===== src/rtl/inst_fetch_bridge_pkg.sv =====
// inst_fetch_bridge_pkg: shared types and constants for the instruction fetch bridge
package inst_fetch_bridge_pkg;
  typedef enum logic [1:0] {FAULT_NONE, FAULT_MISALIGN, FAULT_BUS, FAULT_TIMEOUT} fetchFault_e;
  typedef enum logic [2:0] {IDLE, REQ, WAIT, HOLD, DISCARD} ifbState_e;
  localparam logic [31:0] INST_NOP = 32'h00000013;
endpackage


===== src/rtl/inst_fetch_bridge_watchdog.sv =====
// ifb_watchdog: saturating bus-wait counter that flags expiry on the last allowed cycle
module ifb_watchdog #(
  parameter int TIMEOUT = 255
) (
  input  logic clk,
  input  logic rst,
  input  logic clk_en,
  input  logic clear,
  input  logic enable,
  output logic expire
);
  localparam int W = TIMEOUT > 0 ? $clog2(TIMEOUT + 1) : 1;
  localparam logic [W-1:0] MAX = W'(TIMEOUT);
  localparam logic [W-1:0] LAST = W'(TIMEOUT > 0 ? TIMEOUT - 1 : 0);
  logic [W-1:0] cnt_q, cnt_d;
  always_comb cnt_d = clear ? '0 : (enable && cnt_q != MAX) ? cnt_q + 1'b1 : cnt_q;
  // Expiry fires during the TIMEOUT-th busy cycle so the fault lands right after it
  assign expire = TIMEOUT != 0 && enable && cnt_q >= LAST;
  always_ff @(posedge clk) begin
    if (rst) cnt_q <= '0;
    else if (clk_en) cnt_q <= cnt_d;
  end
endmodule


===== src/rtl/inst_fetch_bridge.sv =====
// inst_fetch_bridge: single-outstanding fetch-port to valid/ready instruction bus bridge
module inst_fetch_bridge
  import inst_fetch_bridge_pkg::*;
#(
  parameter int ADDR_W  = 32,
  parameter int DATA_W  = 32,
  parameter int TIMEOUT = 255
) (
  input  logic              clk,
  input  logic              rst,
  input  logic              clk_en,
  input  logic [ADDR_W-1:0] inst_addr,
  input  logic              inst_rd_en,
  input  logic              inst_ack,
  input  logic              abort,
  output logic [DATA_W-1:0] inst_data,
  output logic              inst_ready,
  output logic              inst_fault,
  output logic [1:0]        fault_cause,
  output logic              mem_req_valid,
  input  logic              mem_req_ready,
  output logic [ADDR_W-1:0] mem_req_addr,
  input  logic              mem_rsp_valid,
  input  logic [DATA_W-1:0] mem_rsp_data,
  input  logic              mem_rsp_err
);
  ifbState_e state_q, state_d;
  fetchFault_e cause_q, cause_d;
  logic [ADDR_W-1:0] addr_q, addr_d, pend_addr_q, pend_addr_d, rd_addr;
  logic [DATA_W-1:0] data_q, data_d;
  logic valid_q, valid_d, ready_q, ready_d, fault_q, fault_d;
  logic discard_q, discard_d, pend_q, pend_d, proto_err_q, proto_err_d;
  logic busy, expire, rd_ok, rd_bad;
  assign rd_addr = {inst_addr[ADDR_W-1:2], 2'b00};
  assign rd_ok = inst_rd_en && inst_addr[1:0] == 2'b00;
  assign rd_bad = inst_rd_en && inst_addr[1:0] != 2'b00;
  assign busy = state_q == WAIT || state_q == DISCARD;
  ifb_watchdog #(.TIMEOUT(TIMEOUT)) u_wdog (
    .clk    (clk),
    .rst    (rst),
    .clk_en (clk_en),
    .clear  (!busy),
    .enable (busy),
    .expire (expire)
  );
  always_comb begin
    state_d = state_q;
    addr_d = addr_q;
    pend_addr_d = pend_addr_q;
    data_d = data_q;
    valid_d = valid_q;
    ready_d = ready_q;
    fault_d = fault_q;
    cause_d = cause_q;
    discard_d = discard_q;
    pend_d = pend_q;
    proto_err_d = proto_err_q | (mem_rsp_valid && !busy);
    case (state_q)
      IDLE: begin
        if (rd_bad) begin
          state_d = HOLD;
          ready_d = 1'b1;
          fault_d = 1'b1;
          cause_d = FAULT_MISALIGN;
          data_d = DATA_W'(INST_NOP);
        end else if (rd_ok) begin
          state_d = REQ;
          addr_d = rd_addr;
          valid_d = 1'b1;
        end
      end
      REQ: begin
        // The request is never withdrawn; an abort only marks its response for discard
        discard_d = discard_q | abort;
        if (mem_req_ready) begin
          valid_d = 1'b0;
          discard_d = 1'b0;
          state_d = (discard_q || abort) ? DISCARD : WAIT;
        end
      end
      WAIT: begin
        if (abort) state_d = mem_rsp_valid ? IDLE : DISCARD;
        else if (mem_rsp_valid) begin
          state_d = HOLD;
          ready_d = 1'b1;
          data_d = mem_rsp_data;
          fault_d = mem_rsp_err;
          cause_d = mem_rsp_err ? FAULT_BUS : FAULT_NONE;
        end else if (expire) begin
          state_d = HOLD;
          ready_d = 1'b1;
          fault_d = 1'b1;
          cause_d = FAULT_TIMEOUT;
          data_d = DATA_W'(INST_NOP);
        end
      end
      HOLD: begin
        if (abort || inst_ack) begin
          state_d = IDLE;
          ready_d = 1'b0;
          fault_d = 1'b0;
          cause_d = FAULT_NONE;
          if (!abort && rd_ok) begin
            state_d = REQ;
            addr_d = rd_addr;
            valid_d = 1'b1;
          end else if (!abort && rd_bad) begin
            state_d = HOLD;
            ready_d = 1'b1;
            fault_d = 1'b1;
            cause_d = FAULT_MISALIGN;
            data_d = DATA_W'(INST_NOP);
          end
        end
      end
      DISCARD: begin
        pend_d = rd_ok | (pend_q & !abort);
        pend_addr_d = rd_ok ? rd_addr : pend_addr_q;
        if (mem_rsp_valid || expire) begin
          state_d = pend_d ? REQ : IDLE;
          valid_d = pend_d;
          addr_d = pend_d ? pend_addr_d : addr_q;
          pend_d = 1'b0;
        end
      end
      default: state_d = IDLE;
    endcase
  end
  always_ff @(posedge clk) begin
    if (rst) begin
      state_q <= IDLE;
      addr_q <= '0;
      pend_addr_q <= '0;
      data_q <= DATA_W'(INST_NOP);
      valid_q <= 1'b0;
      ready_q <= 1'b0;
      fault_q <= 1'b0;
      cause_q <= FAULT_NONE;
      discard_q <= 1'b0;
      pend_q <= 1'b0;
      proto_err_q <= 1'b0;
    end else if (clk_en) begin
      state_q <= state_d;
      addr_q <= addr_d;
      pend_addr_q <= pend_addr_d;
      data_q <= data_d;
      valid_q <= valid_d;
      ready_q <= ready_d;
      fault_q <= fault_d;
      cause_q <= cause_d;
      discard_q <= discard_d;
      pend_q <= pend_d;
      proto_err_q <= proto_err_d;
    end
  end
  assign inst_data = data_q;
  assign inst_ready = ready_q;
  assign inst_fault = fault_q;
  assign fault_cause = cause_q;
  assign mem_req_valid = valid_q;
  assign mem_req_addr = addr_q;
endmodule


===== config.mk =====
export PLATFORM = sky130hd
export DESIGN_NAME = inst_fetch_bridge
export DESIGN_NICKNAME = d
export VERILOG_FILES = /design/src/rtl/inst_fetch_bridge_pkg.sv /design/src/rtl/inst_fetch_bridge_watchdog.sv /design/src/rtl/inst_fetch_bridge.sv
export SDC_FILE = /design/constraint.sdc
export NUM_CORES = 1
export LEC_CHECK = 0
export CAP_MARGIN = 25
export CORE_MARGIN = 3
export CORE_UTILIZATION = 45
export CTS_BUF_LIST = sky130_fd_sc_hd__clkbuf_8
export DETAILED_ROUTE_END_ITERATION = 10
export PLACE_DENSITY = 0.77
export SLEW_MARGIN = 15
export SYNTH_ARGS = -nofsm -noshare
export SYNTH_HDL_FRONTEND = slang
export SYNTH_HIERARCHICAL = 1
export SYNTH_SLANG_ARGS = --single-unit

===== constraint.sdc =====
create_clock -name clk -period 2.21 [get_ports clk]
set_clock_uncertainty 0.05 [all_clocks]
set_input_delay 0.442 -clock clk [delete_from_list [all_inputs] [get_ports clk]]
set_output_delay 0.442 -clock clk [all_outputs]
set_load 0.01 [all_outputs]

==> results.md, run 1 <==
- Run status: complete, no violations
- Max FO, Critical Path: 6
- Most frequent CP cell: nor2_2
- Mapped Nets: 664
- Cell Area, Placed: 6950 µm²
- Routability Congestion: 0.869
- Fmax achieved: 468 MHz
- Core area: 11100 µm²
- Wirelength per Cell: 16.3 µm
- Clock Latency Late Sink: 430 ps
- First-pass GRT wire length: 23000 µm
- H-tree Lvls: 4
- Max VDD drop: 0.000444 V
- Initial antenna violation count: 0
- Count leader, synth: dfxtp_1
- Worst-path clk slew: 70 ps
- CTS tree: yes
- DR vias: 4902
- Slew Limit Fails: 0
- Max_cap viols: 0
- Clock sink count: 114
- Net Sw Power: 1420 µW
- Final Hold Viols: 0
- 1st-pass router iterations: 4
- Rows: 38
- Min cycle time layout: 2140 ps
- Critical Path Max Stage Delay: 400 ps
- Ys async rst share: 0%
- Die footprint: 12900 µm²
- YS warnings: 6
- Post-synthesis mux area share: 6.13%
- Total CTS buffers: 17
- Endpoints failing setup: 0
- Share of cells above drive strength 1: 16.8%
- Port Buffers: 141
- Total power: 5050 µW
- Clk network pwr share: 36.9%
- Critical path, cell by cell: nand2b_4 > a21oi_4 > o21ai_0 > nor2_2 > nor2_2 > a221o_2 > nor2_4 > clkbuf_16 > a211oi_2
- Internal power: 3620 µW
- Fin nets: 817
- Fin Setup TNS: 0 ps
- Worst EP arrival: 2390 ps
- Synth area leader: dfxtp_1
- CTS Hold Bufs: 0
- Synthesized area: 5220 µm²
- Avg Cell Area, Syn: 8.86 µm²
- Die Ht: 114 µm
- Root Driver: clkbuf_8
- Post-synthesis instance total: 589
- Slew at the pin closest to its max-slew limit: 410 ps
- Final global-route overflow total: 0
- Gr usage total: 22.0%
- Final ANT Viol Nets: 0
- Post-Synth Simple-Gate Area: 19.4%
- Die width: 114 µm
- Antenna cell count: 0
- I/O pin count: 142
- Post-route DRC violation count: 0
- Crit path kind: reg2reg
- Final WL: 14600 µm
- Worst relative slew slack: 72.7%
- Compound-Gate Fraction of Synth Area: 24.5%
- Vias in the first global route: 4852
- Switching share of power: 28.2%
- Synthesis-to-finish area growth: 42.7%
- Post-synth EDFFs: 0
- Number of vias per cell: 5.48
- Slowest-stage cell, CP: a221o_2
- Largest family of logic cells by synthesized area: compound AO/OA/AOI/OAI gates
- Flop and latch count out of synthesis: 114
- Largest net degree at the start of global routing: 78
- Finished Cell Area: 7450 µm²
- Top FF cell, synth: dfxtp_1
- Logic gate share of total power: 19.9%
- Post-Synth Adder-Cell Area: 0.479%
- CP endpoint kind: flop
- Starting Density: 47.1%
- Synth top area share: 43.7%
- Flop pwr share: 43.2%
- CTS Buffer Depth: 2
- Tightest Hold Check Type: in2reg
- Final period util: 96.8%
- Synth cell types: 51
- Seq/Total Area, Yosys: 43.7%
- Starting DRT DRC Count: 497
- Synth area leaders: dfxtp_1 44%, nand2_1 7.5%, a21oi_1 7.5%, a211oi_2 7.2%, mux2i_1 6.1%
- HPWL Detailed: 9450 µm
- Required time worst endpoint: 2470 ps
- Startpoint types: flop
- Post-Synth XOR/XNOR Area: 0%
- Leak: 0.00272 µW
- Leading cell types by count after synthesis: 114 x dfxtp_1, 105 x nand2_1, 78 x a21oi_1, 32 x mux2i_1, 31 x nand3b_1
- Cell Pwr Density: 677 nW/µm²
[power by group through the flow]
stage / sequential [µW] / clock [µW] / combinational (µW)
finish: 2180 / 1860 / 1000
global route: 2190 / 2010 / 1080
CTS: 2180 / 1910 / 954
detailed placement: 2220 / 0 / 950
global placement: 2220 / 0 / 924
floorplan: 2240 / 0 / 490
[through the flow]
stage | util (%) | setup slack, ps | instances | hold slack, ps
4_1_cts | 66.1 | 4.51 | 889 | 324
3_5_place_dp | 62.7 | -239 | 857 | 396
3_3_place_gp | 62.7 | -194 | 857 | 390
6_report | 67.3 | 71.6 | 895 | 354
5_1_grt | 67.3 | -41.4 | 895 | 359
2_1_floorplan | - | 7.71 | 589 | 382
[final cells by class]
class	count	area, µm²
well taps	140	175
clock inverters	15	144
flip-flops and latches	114	2290
fillers	911	3630
clock buffers	17	234
repair buffers	182	1880
inverters	8	30.0
multi-input cells	419	2700
[final timing paths]
check,cells after the start,slack [ps],startpoint,endpoint
min reg2reg,2,410,pend_addr_q[15],pend_addr_q[15]
max,9,70,state_q[1],mem_req_addr[7]
max reg2reg,9,70,state_q[1],mem_req_addr[7]
min,2,350,rst,state_q[1]
[critical path: cells and delay by family, from the launching register on]
| kind | cells | cell delay [ps] |
|---|---|---|
| flops | 1 | 350 |
| simple gates | 4 | 670 |
| compound gates | 4 | 720 |
| buf+inv | 1 | 220 |
[sequential cells by signal, indices dropped and copies added, names as in the netlist, 2 cells and up]
register,count
fault_cause,2
u_wdog/cnt_q,8
state_q,3
inst_data,32
mem_req_addr,32
pend_addr_q,32
[placed cells by master (no fill, tap or decap), types with 4 or more instances in the layout]
master           count
o21ai_0             14
inv_1                8
nor2_1              14
clkinv_2             6
nand2b_1             4
a211oi_1             7
buf_12               9
clkdlybuf4s50_1    140
nand3_1              6
nor2b_1              4
o21ai_1             29
nand2_1            105
buf_4               27
nor3_1               6
nand3b_1            31
dfxtp_1            111
or3_1                6
mux2i_1             32
a211oi_2            30
a21oi_1             75
nand4_1              4
clkbuf_8            17
a31oi_1              7
[layer usage]
| metal | track usage [%] | vias to the layer above | part of all wire (%) |
|---|---|---|---|
| met5 | 0 | - | 0 |
| met4 | 6.09 | 0 | 0.82 |
| met3 | 8.81 | 13 | 9.0 |
| met2 | 35.0 | 174 | 48 |
| met1 | 27.6 | 2316 | 42 |
| li1 | - | 2399 | - |
[what timing repair did]
action / 4_1_cts / 5_1_grt
endpoints found under the setup margin: 0 / 67
setup buffers: 0 / 2
gates resized for setup: 0 / 15
[kinds of logic (layout without fill, tap and decap cells)]
logic type / count (synthesis) / in the layout
AO/OA/AOI/OAI: 184 / 184
adder cells (fa/ha/maj): 2 / 2
buffers and inverters: 56 / 222
flip-flops: 114 / 114
multiplexers: 32 / 32
AND/OR/NAND/NOR: 201 / 201
Note: power is estimated with default switching activity, not from simulation.
==> run 2, diff against run 1 <==
Settings changed: CAP_MARGIN 25 to default.
==> results of run 2 <==
Same layout as run 1: the final DEF is identical, and so are final timing and power.
==> run 3, diff against run 2 <==
Settings changed: CORE_ASPECT_RATIO from default to 0.6.
==> run 3 against run 2 <==
Total power increased by 5.7%; wire length grew 4.2%; sequential share of layout area shrank 0.28 points; via count grew 1.9%; worst setup slack improved by 10 ps; first-iteration DRC count shrank 23%; sequential power about the same; final area up 0.99%; global-route usage increased by 0.60 points.
==> results.md, run 3 (same netlist as run 1, synthesis figures left out) <==
- Run status: complete, no violations
- Die width: 145 µm
- Placed cell count: 874
- Core area: 10900 µm²
- Total CTS buffers: 17
- CTS Buffer Depth: 2
- Worst path bufs/invs: 1
- Port Buffers: 141
- CP endpoint kind: flop
- Critical Path Max Stage Delay: 420 ps
- H-tree Lvls: 4
- Antenna cell count: 0
- Hold slack: 371 ps
- Final WL: 15200 µm
- Wirelength per Cell: 16.6 µm
- Slowest-stage cell, CP: a221o_2
- First-pass GRT wire length: 23800 µm
- Slew at the pin closest to its max-slew limit: 432 ps
- Final global-route overflow total: 0
- Root Driver: clkbuf_8
- Starting DRT DRC Count: 384
- Required time worst endpoint: 2460 ps
- Initial antenna violation count: 0
- Clock Latency Late Sink: 430 ps
- Leak: 0.00275 µW
- HPWL Detailed: 9960 µm
- Commonest non-fill, non-tap cell in the layout: clkdlybuf4s50_1
- Hold path startpoint: rst
- CTS tree: yes
- Flop2flop setup slack: 80 ps
- Reg2Reg Depth: 9
- Total power: 5330 µW
- Critical R2R Capture: mem_req_addr[4]
- Final-layout fill cell count: 854
- Slew Limit Fails: 0
- Final Hold Viols: 0
- Fin Setup TNS: 0 ps
- Tightest Hold Check Type: in2reg
- Vias in the first global route: 4881
- Routability Congestion: 0.831
- 1st-pass router iterations: 6
- Endpoints failing setup: 0
- Hold path endpoint: state_q[1]
- Gr usage total: 22.6%
- Highest-count cells in the layout ignoring fill and taps: 140 x clkdlybuf4s50_1, 110 x dfxtp_1, 105 x nand2_1
- Most frequent CP cell: nor2_2
- Clock sink count: 114
- Die Ht: 89.4 µm
- Final cell utilization of the core: 68.9%
- Worst EP arrival: 2380 ps
- Final ANT Viol Nets: 0
- Startpoint types: flop
- Max VDD drop: 0.000464 V
- Die footprint: 13000 µm²
- Max_cap viols: 0
- Post-route DRC violation count: 0
- Hold Path Depth: 2
- R2R Path Start: state_q[1]
- Cell Pwr Density: 708 nW/µm²
- Fin cells: 913
- Fmax achieved: 470 MHz
- Number of vias per cell: 5.47
- Fin nets: 820
- CTS Hold Bufs: 0
- Final period util: 96.3%
- Critical path, cell by cell: nand2b_4 > a21oi_4 > o21ai_1 > nor2_2 > nor2_2 > a221o_2 > nor2_4 > clkbuf_16 > a211oi_2
- Min cycle time layout: 2130 ps
- Synthesis-to-finish area growth: 44.1%
- Largest net degree at the start of global routing: 75
- DR vias: 4997
- Starting Density: 47.8%
- Share of cells above drive strength 1: 16.8%
- Crit path kind: reg2reg
- Crit path max-delay family: compound AO/OA/AOI/OAI gates
- I/O pin count: 142
- Max FO, Critical Path: 11
- Worst-path clk slew: 70 ps
- Rows: 29
- Worst relative slew slack: 71.2%
## run 3: cell count changes in the layout (fill, tap and decap cells not counted), moves of 2 or more
cell       previous run  this run
o21ai_0              14        12
clkinv_2              6         1
inv_1                 8        10
clkinv_4              3         1
bufinv_16             2         4
buf_4                27        31
inv_6                 1         3
## run 3: cell type report
type / instances / area, µm² / share of cell area, %
clock inverter: 14 / 186 / 2.48
tap: 155 / 194 / 2.58
timing repair buffer: 185 / 1890 / 25.1
multi-input combinational: 419 / 2690 / 35.8
inverter: 8 / 30.0 / 0.399
sequential: 114 / 2290 / 30.4
clock buffer: 18 / 248 / 3.29
## run 3: metal layers
metal | wire (µm) | vias to the layer above | track usage, %
met3 | 1410 | 18 | 8.26
met2 | 6980 | 204 | 36.4
met4 | 139 | 0 | 8.35
li1 | - | 2415 | -
met1 | 6660 | 2360 | 28.3
met5 | 0 | - | 0
## run 3: what timing repair did
| action | in CTS | in global routing |
|---|---|---|
| buffers inserted | 0 | 3 |
| endpoints found under the hold margin | 0 | 0 |
| gates resized for setup | 0 | 14 |
| endpoints found under the setup margin | 0 | 53 |
## run 3: worst reg2reg max path, delay by kind of cell, from the launching register on
kind	cells	cell delay (ps)
DFF	1	340
AOI/OAI and AO/OA	4	750
and+or+nand+nor	4	640
buffers and inverters	1	220
## run 3: worst max-delay path by stage
stage	startpoint	to	slack, ps	depth (start not counted)
finish	state_q[1]	mem_req_addr[4]	80	9
global route	state_q[2]	inst_data[0]	-40	10
CTS	state_q[1]	mem_req_addr[18]	7	9
detailed placement	inst_rd_en	mem_req_addr[18]	-260	7
global placement	inst_rd_en	mem_req_addr[24]	-200	7
floorplan	state_q[1]	fault_cause[1]	8	10
## run 3: power by group
| part | internal (µW) | switching, µW | total (µW) |
|---|---|---|---|
| logic | 506 | 499 | 1000 |
| clock network | 1260 | 884 | 2140 |
| registers | 2130 | 57.4 | 2190 |
| total | 3890 | 1440 | 5330 |
## run 3: through the flow
step / cell area (µm²) / setup WS, ps
2_1_floorplan: 5230 / 7.71
3_3_place_gp: 6970 / -201
3_5_place_dp: 6970 / -262
4_1_cts: 7400 / 6.93
5_1_grt: 7530 / -44.9
6_report: 7530 / 81.6
